--- config.mk ---
export PLATFORM = sky130hd
export DESIGN_NAME = reg_dump_ctrl
export DESIGN_NICKNAME = d
export VERILOG_FILES = /design/src/rtl/reg_dump_ctrl_pkg.sv /design/src/rtl/reg_dump_ctrl_ser.sv /design/src/rtl/reg_dump_ctrl.sv
export SDC_FILE = /design/constraint.sdc
export NUM_CORES = 1
export LEC_CHECK = 0
export ABC_AREA = 1
export BUFFER_PORTS_ARGS = -buffer_cell sky130_fd_sc_hd__buf_2
export CORE_ASPECT_RATIO = 0.9
export CORE_MARGIN = 2
export CORE_UTILIZATION = 50
export DETAILED_ROUTE_END_ITERATION = 16
export GPL_TIMING_DRIVEN = 1
export PLACE_DENSITY = 0.86
export SLEW_MARGIN = 20
export SYNTH_ARGS = -nofsm -noshare
export SYNTH_HDL_FRONTEND = slang
export SYNTH_HIERARCHICAL = 1
export SYNTH_SLANG_ARGS = --single-unit
--- constraint.sdc ---
create_clock -name clk_i -period 1.85 [get_ports clk_i]
set_input_delay 0.2775 -clock clk_i [delete_from_list [all_inputs] [get_ports clk_i]]
set_output_delay 0.2775 -clock clk_i [all_outputs]
set_load 0.02 [all_outputs]
--- src/rtl/reg_dump_ctrl_pkg.sv ---
// Shared definitions for the register-dump block: bus widths, the dump
// FSM state encoding, the default frame header and the data-byte picker.
package reg_dump_ctrl_pkg;

    localparam int REG_ADDR_W = 5;
    localparam int DATA_W     = 32;

    localparam logic [7:0] DUMP_HDR = 8'hA5;

    // Index byte is byte 0 of each register group, data bytes are 1..4
    localparam logic [2:0] LAST_BYTE_CNT = 3'd4;

    typedef enum logic [2:0] {
        ST_IDLE = 3'd0,
        ST_HDR  = 3'd1,
        ST_ADDR = 3'd2,
        ST_SEND = 3'd3,
        ST_DONE = 3'd4
    } dump_state_t;

    // Return data byte k (1..4) of a register word in the selected order.
    // With msb_first set, k=1 is word[31:24]; otherwise k=1 is word[7:0].
    function automatic logic [7:0] word_byte(input logic [DATA_W-1:0] word,
                                             input logic [2:0]        k,
                                             input logic              msb_first);
        logic [1:0] lane;
        logic [7:0] b;
        lane = 2'(k - 3'd1);
        if (msb_first) begin
            lane = 2'd3 - lane;
        end
        case (lane)
            2'd0:    b = word[7:0];
            2'd1:    b = word[15:8];
            2'd2:    b = word[23:16];
            default: b = word[31:24];
        endcase
        return b;
    endfunction

endpackage

--- src/rtl/reg_dump_ctrl_ser.sv ---
// Byte serializer for the register dump stream.
// Presents either a single header byte or a 5-byte register group
// ({index}, then 4 word bytes) over a valid/ready handshake. byte_o and
// valid are registered and only change on load or on an accepted byte.
module reg_dump_ctrl_ser
    import reg_dump_ctrl_pkg::*;
#(
    parameter bit MSB_FIRST = 1'b1
) (
    input  logic                  clk_i,
    input  logic                  reset_i,
    input  logic                  i_load_hdr,
    input  logic [7:0]            i_hdr_byte,
    input  logic                  i_load,
    input  logic [REG_ADDR_W-1:0] i_index,
    input  logic [DATA_W-1:0]     i_word,
    input  logic                  i_ready,
    output logic [7:0]            o_byte,
    output logic                  o_valid,
    output logic                  o_accept,
    output logic                  o_last
);

    logic [DATA_W-1:0] r_word;
    logic [2:0]        r_byte_cnt;
    logic [7:0]        r_byte;
    logic              r_valid;
    logic              r_is_hdr;
    logic              r_last;

    logic              w_accept;
    logic [2:0]        w_next_cnt;

    assign w_accept   = r_valid & i_ready;
    assign w_next_cnt = r_byte_cnt + 3'd1;

    // Load header or a register group; advance one byte per accepted transfer
    always_ff @(posedge clk_i or posedge reset_i) begin
        if (reset_i) begin
            r_word     <= '0;
            r_byte_cnt <= '0;
            r_byte     <= '0;
            r_valid    <= 1'b0;
            r_is_hdr   <= 1'b0;
            r_last     <= 1'b0;
        end else if (i_load_hdr) begin
            r_byte     <= i_hdr_byte;
            r_valid    <= 1'b1;
            r_is_hdr   <= 1'b1;
            r_byte_cnt <= '0;
            r_last     <= 1'b0;
        end else if (i_load) begin
            r_word     <= i_word;
            r_byte     <= {3'b000, i_index};
            r_valid    <= 1'b1;
            r_is_hdr   <= 1'b0;
            r_byte_cnt <= '0;
            r_last     <= 1'b0;
        end else if (w_accept) begin
            if (r_is_hdr || r_last) begin
                // Group finished: drop valid until the next load
                r_valid  <= 1'b0;
                r_is_hdr <= 1'b0;
                r_last   <= 1'b0;
            end else begin
                r_byte_cnt <= w_next_cnt;
                r_byte     <= word_byte(r_word, w_next_cnt, MSB_FIRST);
                r_last     <= (w_next_cnt == LAST_BYTE_CNT);
            end
        end
    end

    assign o_byte   = r_byte;
    assign o_valid  = r_valid;
    assign o_accept = w_accept;
    assign o_last   = r_last & ~r_is_hdr;

endmodule

--- src/rtl/reg_dump_ctrl.sv ---
// Register-file dump initiator.
// On start_i, walks FIRST_REG..LAST_REG through one register-file read
// port and streams a header byte followed by {index, 4 data bytes} per
// register. Each word is sampled in its own ADDR cycle, so later CPU writes
// to registers not yet reached show up in the dump.
//
// state | meaning
// IDLE  | waiting for start_i
// HDR   | header byte presented, waiting for accept
// ADDR  | rR_o = index, word captured at end of cycle
// SEND  | 5 bytes of the current register being streamed
// DONE  | one-cycle done_o pulse
module reg_dump_ctrl
    import reg_dump_ctrl_pkg::*;
#(
    parameter int         FIRST_REG = 0,
    parameter int         LAST_REG  = 31,
    parameter logic [7:0] HDR_BYTE  = DUMP_HDR,
    parameter bit         MSB_FIRST = 1'b1
) (
    input  logic                  clk_i,
    input  logic                  reset_i,
    input  logic                  start_i,
    output logic [REG_ADDR_W-1:0] rR_o,
    input  logic [DATA_W-1:0]     rD_i,
    output logic [7:0]            byte_o,
    output logic                  byte_valid_o,
    input  logic                  byte_ready_i,
    output logic                  busy_o,
    output logic                  done_o
);

    if (FIRST_REG < 0 || FIRST_REG > 31 || LAST_REG < FIRST_REG || LAST_REG > 31) begin : g_bad_range
        $error("reg_dump_ctrl: FIRST_REG/LAST_REG out of range");
    end

    localparam logic [REG_ADDR_W-1:0] LP_FIRST = REG_ADDR_W'(FIRST_REG);
    localparam logic [REG_ADDR_W-1:0] LP_LAST  = REG_ADDR_W'(LAST_REG);

    dump_state_t           r_state;
    logic [REG_ADDR_W-1:0] r_index;
    logic                  r_busy;
    logic                  r_done;

    logic                  w_load_hdr;
    logic                  w_load;
    logic                  w_accept;
    logic                  w_last;

    // Header is loaded on the same edge that leaves IDLE, the word on the
    // edge that leaves ADDR, so byte_o/valid stay registered with the state.
    assign w_load_hdr = (r_state == ST_IDLE) & start_i;
    assign w_load     = (r_state == ST_ADDR);

    reg_dump_ctrl_ser #(
        .MSB_FIRST (MSB_FIRST)
    ) u_ser (
        .clk_i      (clk_i),
        .reset_i    (reset_i),
        .i_load_hdr (w_load_hdr),
        .i_hdr_byte (HDR_BYTE),
        .i_load     (w_load),
        .i_index    (r_index),
        .i_word     (rD_i),
        .i_ready    (byte_ready_i),
        .o_byte     (byte_o),
        .o_valid    (byte_valid_o),
        .o_accept   (w_accept),
        .o_last     (w_last)
    );

    // Dump sequencing: state, register index, busy and done flags
    always_ff @(posedge clk_i or posedge reset_i) begin
        if (reset_i) begin
            r_state <= ST_IDLE;
            r_index <= '0;
            r_busy  <= 1'b0;
            r_done  <= 1'b0;
        end else begin
            r_done <= 1'b0;
            case (r_state)
                ST_IDLE: begin
                    if (start_i) begin
                        r_index <= LP_FIRST;
                        r_busy  <= 1'b1;
                        r_state <= ST_HDR;
                    end
                end
                ST_HDR: begin
                    if (w_accept) begin
                        r_state <= ST_ADDR;
                    end
                end
                ST_ADDR: begin
                    r_state <= ST_SEND;
                end
                ST_SEND: begin
                    if (w_accept && w_last) begin
                        if (r_index == LP_LAST) begin
                            r_busy  <= 1'b0;
                            r_done  <= 1'b1;
                            r_state <= ST_DONE;
                        end else begin
                            r_index <= r_index + 5'd1;
                            r_state <= ST_ADDR;
                        end
                    end
                end
                ST_DONE: begin
                    r_state <= ST_IDLE;
                end
                default: begin
                    r_busy  <= 1'b0;
                    r_state <= ST_IDLE;
                end
            endcase
        end
    end

    assign rR_o   = r_index;
    assign busy_o = r_busy;
    assign done_o = r_done;

endmodule
# Yosys cells after proc, flatten, opt, wreduce, memory -nomap -nowiden
# Cells that the tools add are included.
# W data, S select, Z words.
# word_totals
mem_bits_rw,0
n_memories,0
out_inout_bits,16
register_bits,56
elab_cells,87
input_bits,36
latch_bits,0
rom_bits,0
# classes
multipliers,0
shifts,0
n_reduce_logical,14
n_eq_ne,14
mux,39
bitwise_logic,6
n_addsub,4
order_cmp,0
div_mod_pow,0
# ops
op,count
$mux W8,4
$mux W3,8
$pmux W8 S3,1
$mux W1,16
$mux W5,3
$pmux W3 S4,1
$ne A2 B2 Y1 const B,5
$pmux W5 S2,1
$mux W2,4
$reduce_and A4 Y1,2
$eq A3 B2 Y1 const B,2
$eq A3 B3 Y1 const B,2
$reduce_and A2 Y1,3
$reduce_bool A3 Y1,2
$add A5 B1 Y5 const B,1
$eq A5 B5 Y1 const B,1
$add A3 B1 Y3 const B,1
$and A1 B1 Y1,3
$eq A3 B1 Y1 const B,1
$logic_not A3 Y1,1
$ne A3 B1 Y1 const B,1
$not A1 Y1,3
$pmux W1 S3,1
$reduce_and A3 Y1,1
9 further kinds,9

# Longest topological paths before layout
# depth
word_depth,13
ltp_mapped,11
ltp_nobuf,11

# Cells and area by module
# The synthesis kept the hierarchy.
# by_module_without_submodules
mod,area_per_inst_um2,seq_area_each_um2,cells_per_inst,instances
reg_dump_ctrl_ser,2403.6,1151.1,236,1
reg_dump_ctrl,574.3,250.2,74,1

# Least setup slack after synthesis
# Ideal clock, no wire load.
# synth_path
kind,register to register
startpoint,register r_state[0]
endpoint,register u_ser.r_word[0]
period_less_slack_ns,1.749
path_slack_ns,0.101
n_path_buf,2
path_stages_with_launch,9
arrival_time_ns,1.624
required_ns,1.725
setup_ns,0.125
cell_sequence,dfrtp_1 > nor2_1 > nand2_1 > nor2_1 > buf_6 > inv_8 > nand2_8 > buf_12 > mux2_4
# synth_via
elab_chain_len,4
elab_cells_between_ends,5
cone_classes,1 x eq/ne; 2 x bitwise; 2 x reduce/logical
# synth_lines
element,line,source
from (decl),reg_dump_ctrl.sv:40,dump_state_t r_state;
from (signal assigned),reg_dump_ctrl.sv:75,r_state <= ST_IDLE;
from (signal assigned),reg_dump_ctrl.sv:86,r_state <= ST_HDR;
from (signal assigned),reg_dump_ctrl.sv:91,r_state <= ST_ADDR;
$logic_not A3 Y1,reg_dump_ctrl.sv:52,assign w_load_hdr = (r_state == ST_IDLE) & start_i;
$and A1 B1 Y1,reg_dump_ctrl.sv:52,
via w_load_hdr,reg_dump_ctrl.sv:45,logic w_load_hdr;
$not A1 Y1 (no line),--,
$reduce_and A2 Y1 (no line),--,
to (signal assigned),reg_dump_ctrl_ser.sv:53,r_word <= i_word;
to (decl),reg_dump_ctrl_ser.sv:24,logic [DATA_W-1:0] r_word;
# The timed path passes the listed nets, and every way through them passes these cells.
# A chain may end at the register's enable or synchronous reset.

# Worst setup path after layout
# layout_path
startpoint,register r_state[0]
endpoint,register u_ser.r_word[6]
# Same word-level chain as after synthesis.

==> results.md <==
- The fraction of final layout cells sized beyond drive strength 1 is 30.2%.
- The category of cells accounting for the largest share of critical-path delay is simple AND/OR/NAND/NOR gates.
- Counting both buffers and inverters, the worst setup path holds a total of 2.
- The via count of the first global-routing pass is 2131.
- The starting utilization of the core area is 52.0%.
- For this design the static power due to leakage is 1.83 nW.
- The detailed router put a total of 2790 um of wire on met1.
- The tightest min-delay check is of the in -> reg type.
- The final hold violation count is 0.
- After Yosys synthesis, XOR and XNOR cells account for 0% of the synthesized area.
- The count of H-tree levels built during CTS is 2.
- The critical path is of the reg -> reg type.
- The sequential cell area fraction in the yosys report is 47.1%.
- The total setup violations reported at the end of the flow is 0.
- Measured on the finished design, the core utilization comes to 60.5%.
- The prevailing post-synth register cell is sky130_fd_sc_hd__dfrtp_1.
- In this run the standard cell core region covers 5730 sq um.
- The instance count along the most critical hold path is 2.
- Adding up every negative setup slack in the final design gives 0 ns.
- The fraction of the mapped netlist area in simple logic gates is 22.9%.
- The delay of the slowest cell on the worst path is 0.40 ns.
- The floorplan has 26 rows.
- The root buffer cell chosen for the clock tree is sky130_fd_sc_hd__clkbuf_8.
- The number of inserted diodes is 0.
- The gate count of the mapped netlist is 310.
- The critical path capture point type is a register.
- Clock latency on the worst-skew pair, taken at its later pin, is 0.31 ns.
- The global route total overflow is 0.
- Based on the critical path, the design can be clocked at up to 568 MHz.
- The total global-route track usage is 19.5%.
- The routability congestion estimate from global placement is 0.794.
- The number of antenna violations at the first check in global routing is 0.
- The worst endpoint data arrival time is 1.96 ns.
- The power per unit of standard cell area is 1710 nW/um^2.
- The critical path's most frequent cell is sky130_fd_sc_hd__nor2_1.
- The TritonCTS clock tree is yes.
- The post-route antenna net violation count is 0.
- The cell depth of the worst flop-to-flop path is 7.
- For this run, design rule violations remaining after detail routing come to 0.
- The run finished with clean final reports.
- Detailed routing placed a total of 342 um of wire on met3.
- In the finished design, the share of the clock period the worst path needs comes to 95.1%.
- The number of fill cells is 469.
- The net count reported at finish is 419.
- Traced cell by cell, the critical path runs through nor2_1 -> nand2_1 -> nor2_1 -> buf_4 -> inv_8 -> nand2_8 -> mux2_2.
- The final layout contains routed wiring with a total length of 6430 um.
- The detailed-routed wire length on met2 is 3190 um.
- In this run the critical register-to-register path is launched from r_state[0].
- From bottom edge to top edge, the die measures 77.2 um.
- The number of distinct standard cells referenced by the synthesized netlist is 30.
- The clock tree skew after final layout is 0.0111 ns.
- The number of warnings issued by yosys is 6.
- The I/O pin count is 52.
- The count of clock tree sinks is 56.
- Summing the areas of all compound-gate instances in the mapped netlist gives 4.41% of the synthesized area.
- The detailed router placed 2295 vias in this run.
- The total of buffers placed on input and output ports is 51.
- Measured against its own limit, the worst slew margin works out to 60.5%.
- In this run the worst path has a maximum fanout of 16.
- The total iterations of the first detailed-routing run is 6.
- The synthesis-to-layout area growth is 16.3%.
- The synthesized area divided by synthesized cell count is 9.61 sq um.
- At the pin with the least slew margin, the transition time is 0.588 ns.
- The clock passes through at most 2 buffers.
- The internal reg-to-reg setup slack is 0.09 ns.
- The number of CTS-inserted buffers is 5.
- The chip width is 85.3 um.
- In this run the most critical hold path is launched from rD_i[9].
- Synthesis inferred 56 register bits.
- The final worst hold slack is 0.184 ns.
- The slowest cell on the critical path is sky130_fd_sc_hd__dfrtp_1.
- The area of the die is 6590 sq um.
- The max-slew violation count is 0.
- After synthesis, the share of cell area in mux cells is 15.9%.
- The tool flagged a number of max-cap violations equal to 0.
- The required time at the endpoint of the critical path is 2.05 ns.
- The combinational family with the most area after synthesis is simple AND/OR/NAND/NOR gates.
- The worst setup path is launched from a register.
- The post-CTS clock slew at the launch and capture registers of the worst setup and hold paths is 0.11 ns.
- Once detailed placement completed, the half-perimeter wirelength came to 4570 um.
- The first global-routing pass estimated 10200 um of wire.
- The number of violations reported at the end of detailed-routing iteration 0 is 163.
- VDD sags by at most 1340 uV.
- The end of the worst hold path is u_ser/r_word[9].
- After detailed routing, no signal wire sits above met4.
- Of the total synthesized cell area, the portion taken by full adders, half adders and majority gates is 2.94%.
- The number of enable-type register cells in the synthesized netlist is 0.
- Counting flops with an async set or reset pin after synthesis yields a share of 100%.
- Entering global routing, the biggest net connects 33 pins.
- The vias per cell is 5.13.
- The final critical delay including setup and external delays is 1.76 ns.
- Setup repair after global routing could not meet its margin everywhere.
- The endpoint of the lowest-slack register-to-register path is u_ser/r_word[6].
- The synthesized cell area is 2980 sq um.
- In the final routed layout, each cell accounts on average for 14.4 um.
-- sequential cells by signal (all words and copies together), names as in the netlist --
name              cells
u_ser/r_word         32
u_ser/o_byte          8
rR_o                  5
r_state               3
u_ser/r_byte_cnt      3
busy_o                1
done_o                1
u_ser/o_valid         1
u_ser/r_is_hdr        1
u_ser/r_last          1
-- cell usage after synthesis, types with 4 or more instances --
cell,count,area share (%)
sky130_fd_sc_hd__ha_1,7,2.9
sky130_fd_sc_hd__nand2_1,86,11
sky130_fd_sc_hd__a21oi_1,5,0.84
sky130_fd_sc_hd__o21ai_1,6,1.0
sky130_fd_sc_hd__dfrtp_1,56,47
sky130_fd_sc_hd__o21ai_0,10,1.7
sky130_fd_sc_hd__mux2_4,30,15
sky130_fd_sc_hd__nand3_1,11,1.8
sky130_fd_sc_hd__nand2_2,4,0.84
sky130_fd_sc_hd__inv_1,21,2.6
sky130_fd_sc_hd__nor2_1,44,5.5
-- through the flow --
step           area, sq um  worst slack, ns  power, mW  std cells
2_1_floorplan         3000            0.101       4.55        316
5_1_grt               3460          -0.0394       6.35        447
6_report              3460           0.0906       5.93        447
4_1_cts               3420           0.0200       5.82        445
3_5_place_dp          3320           0.0443       5.12        436
3_3_place_gp          3320           0.0820       4.99        436
-- worst max-delay path by stage --
stage,slack [ns],cells past startpoint,startpoint,endpoint
2_1_floorplan,0.10,8,r_state[0],u_ser/r_word[0]
3_3_place_gp,0.08,7,r_state[0],u_ser/r_word[7]
3_5_place_dp,0.04,7,r_state[0],u_ser/r_word[7]
4_1_cts,0.02,7,r_state[0],u_ser/r_word[6]
5_1_grt,-0.04,10,r_state[0],u_ser/o_byte[4]
6_report,0.09,7,r_state[0],u_ser/r_word[6]
-- layout make-up --
cell class | count | area [sq um] | share of cell area (%)
timing repair buffer | 62 | 365 | 10.6
multi-input combinational | 229 | 1430 | 41.2
clock inverter | 2 | 16.3 | 0.470
sequential | 56 | 1400 | 40.5
tap | 70 | 87.6 | 2.53
clock buffer | 6 | 72.6 | 2.10
inverter | 22 | 93.8 | 2.71
-- power breakdown --
part / total [mW] / switching (mW) / internal (mW)
sequential: 2.16 / 0.366 / 1.79
combinational: 3.10 / 1.65 / 1.44
clock: 0.675 / 0.405 / 0.271
-- cells in the final DEF, fill, tap and decap left out, drive strengths merged --
cell         netlist  layout
nand4              1       1
buf                7      61
o22ai              3       3
nand3             13      13
a21oi              5       5
clkinvlp           0       2
or2                2       2
inv               22      20
nor2              46      46
nor3               3       3
clkbuf             3       6
clkinv             0       2
o21ai             16      16
dlygate4sd3        0       1
mux2              32      32
nand2             91      92
dfrtp             56      56
conb               2       8
a21boi             1       1
ha                 7       7
-- cells by family after synthesis --
logic type	Yosys count
adders and majority gates	7
buffers and inverters	32
and+or+nand+nor	156
muxes	32
AOI/OAI and AO/OA	25
DFF	56
other	2
-- layer usage --
| layer | vias to the layer above | track usage, % |
|---|---|---|
| met5 | - | 0 |
| met4 | 0 | 6.98 |
| met3 | 9 | 4.31 |
| met2 | 65 | 31.4 |
| met1 | 1099 | 25.7 |
| li1 | 1122 | - |
-- timing repair --
item                       CTS  global route
buffers inserted             0             1
hold endpoints to repair    25             0
hold buffers                 1             0
setup endpoints to repair    0            40
resized for setup            0             3
No activity file was read; power rests on OpenSTA's default activity.
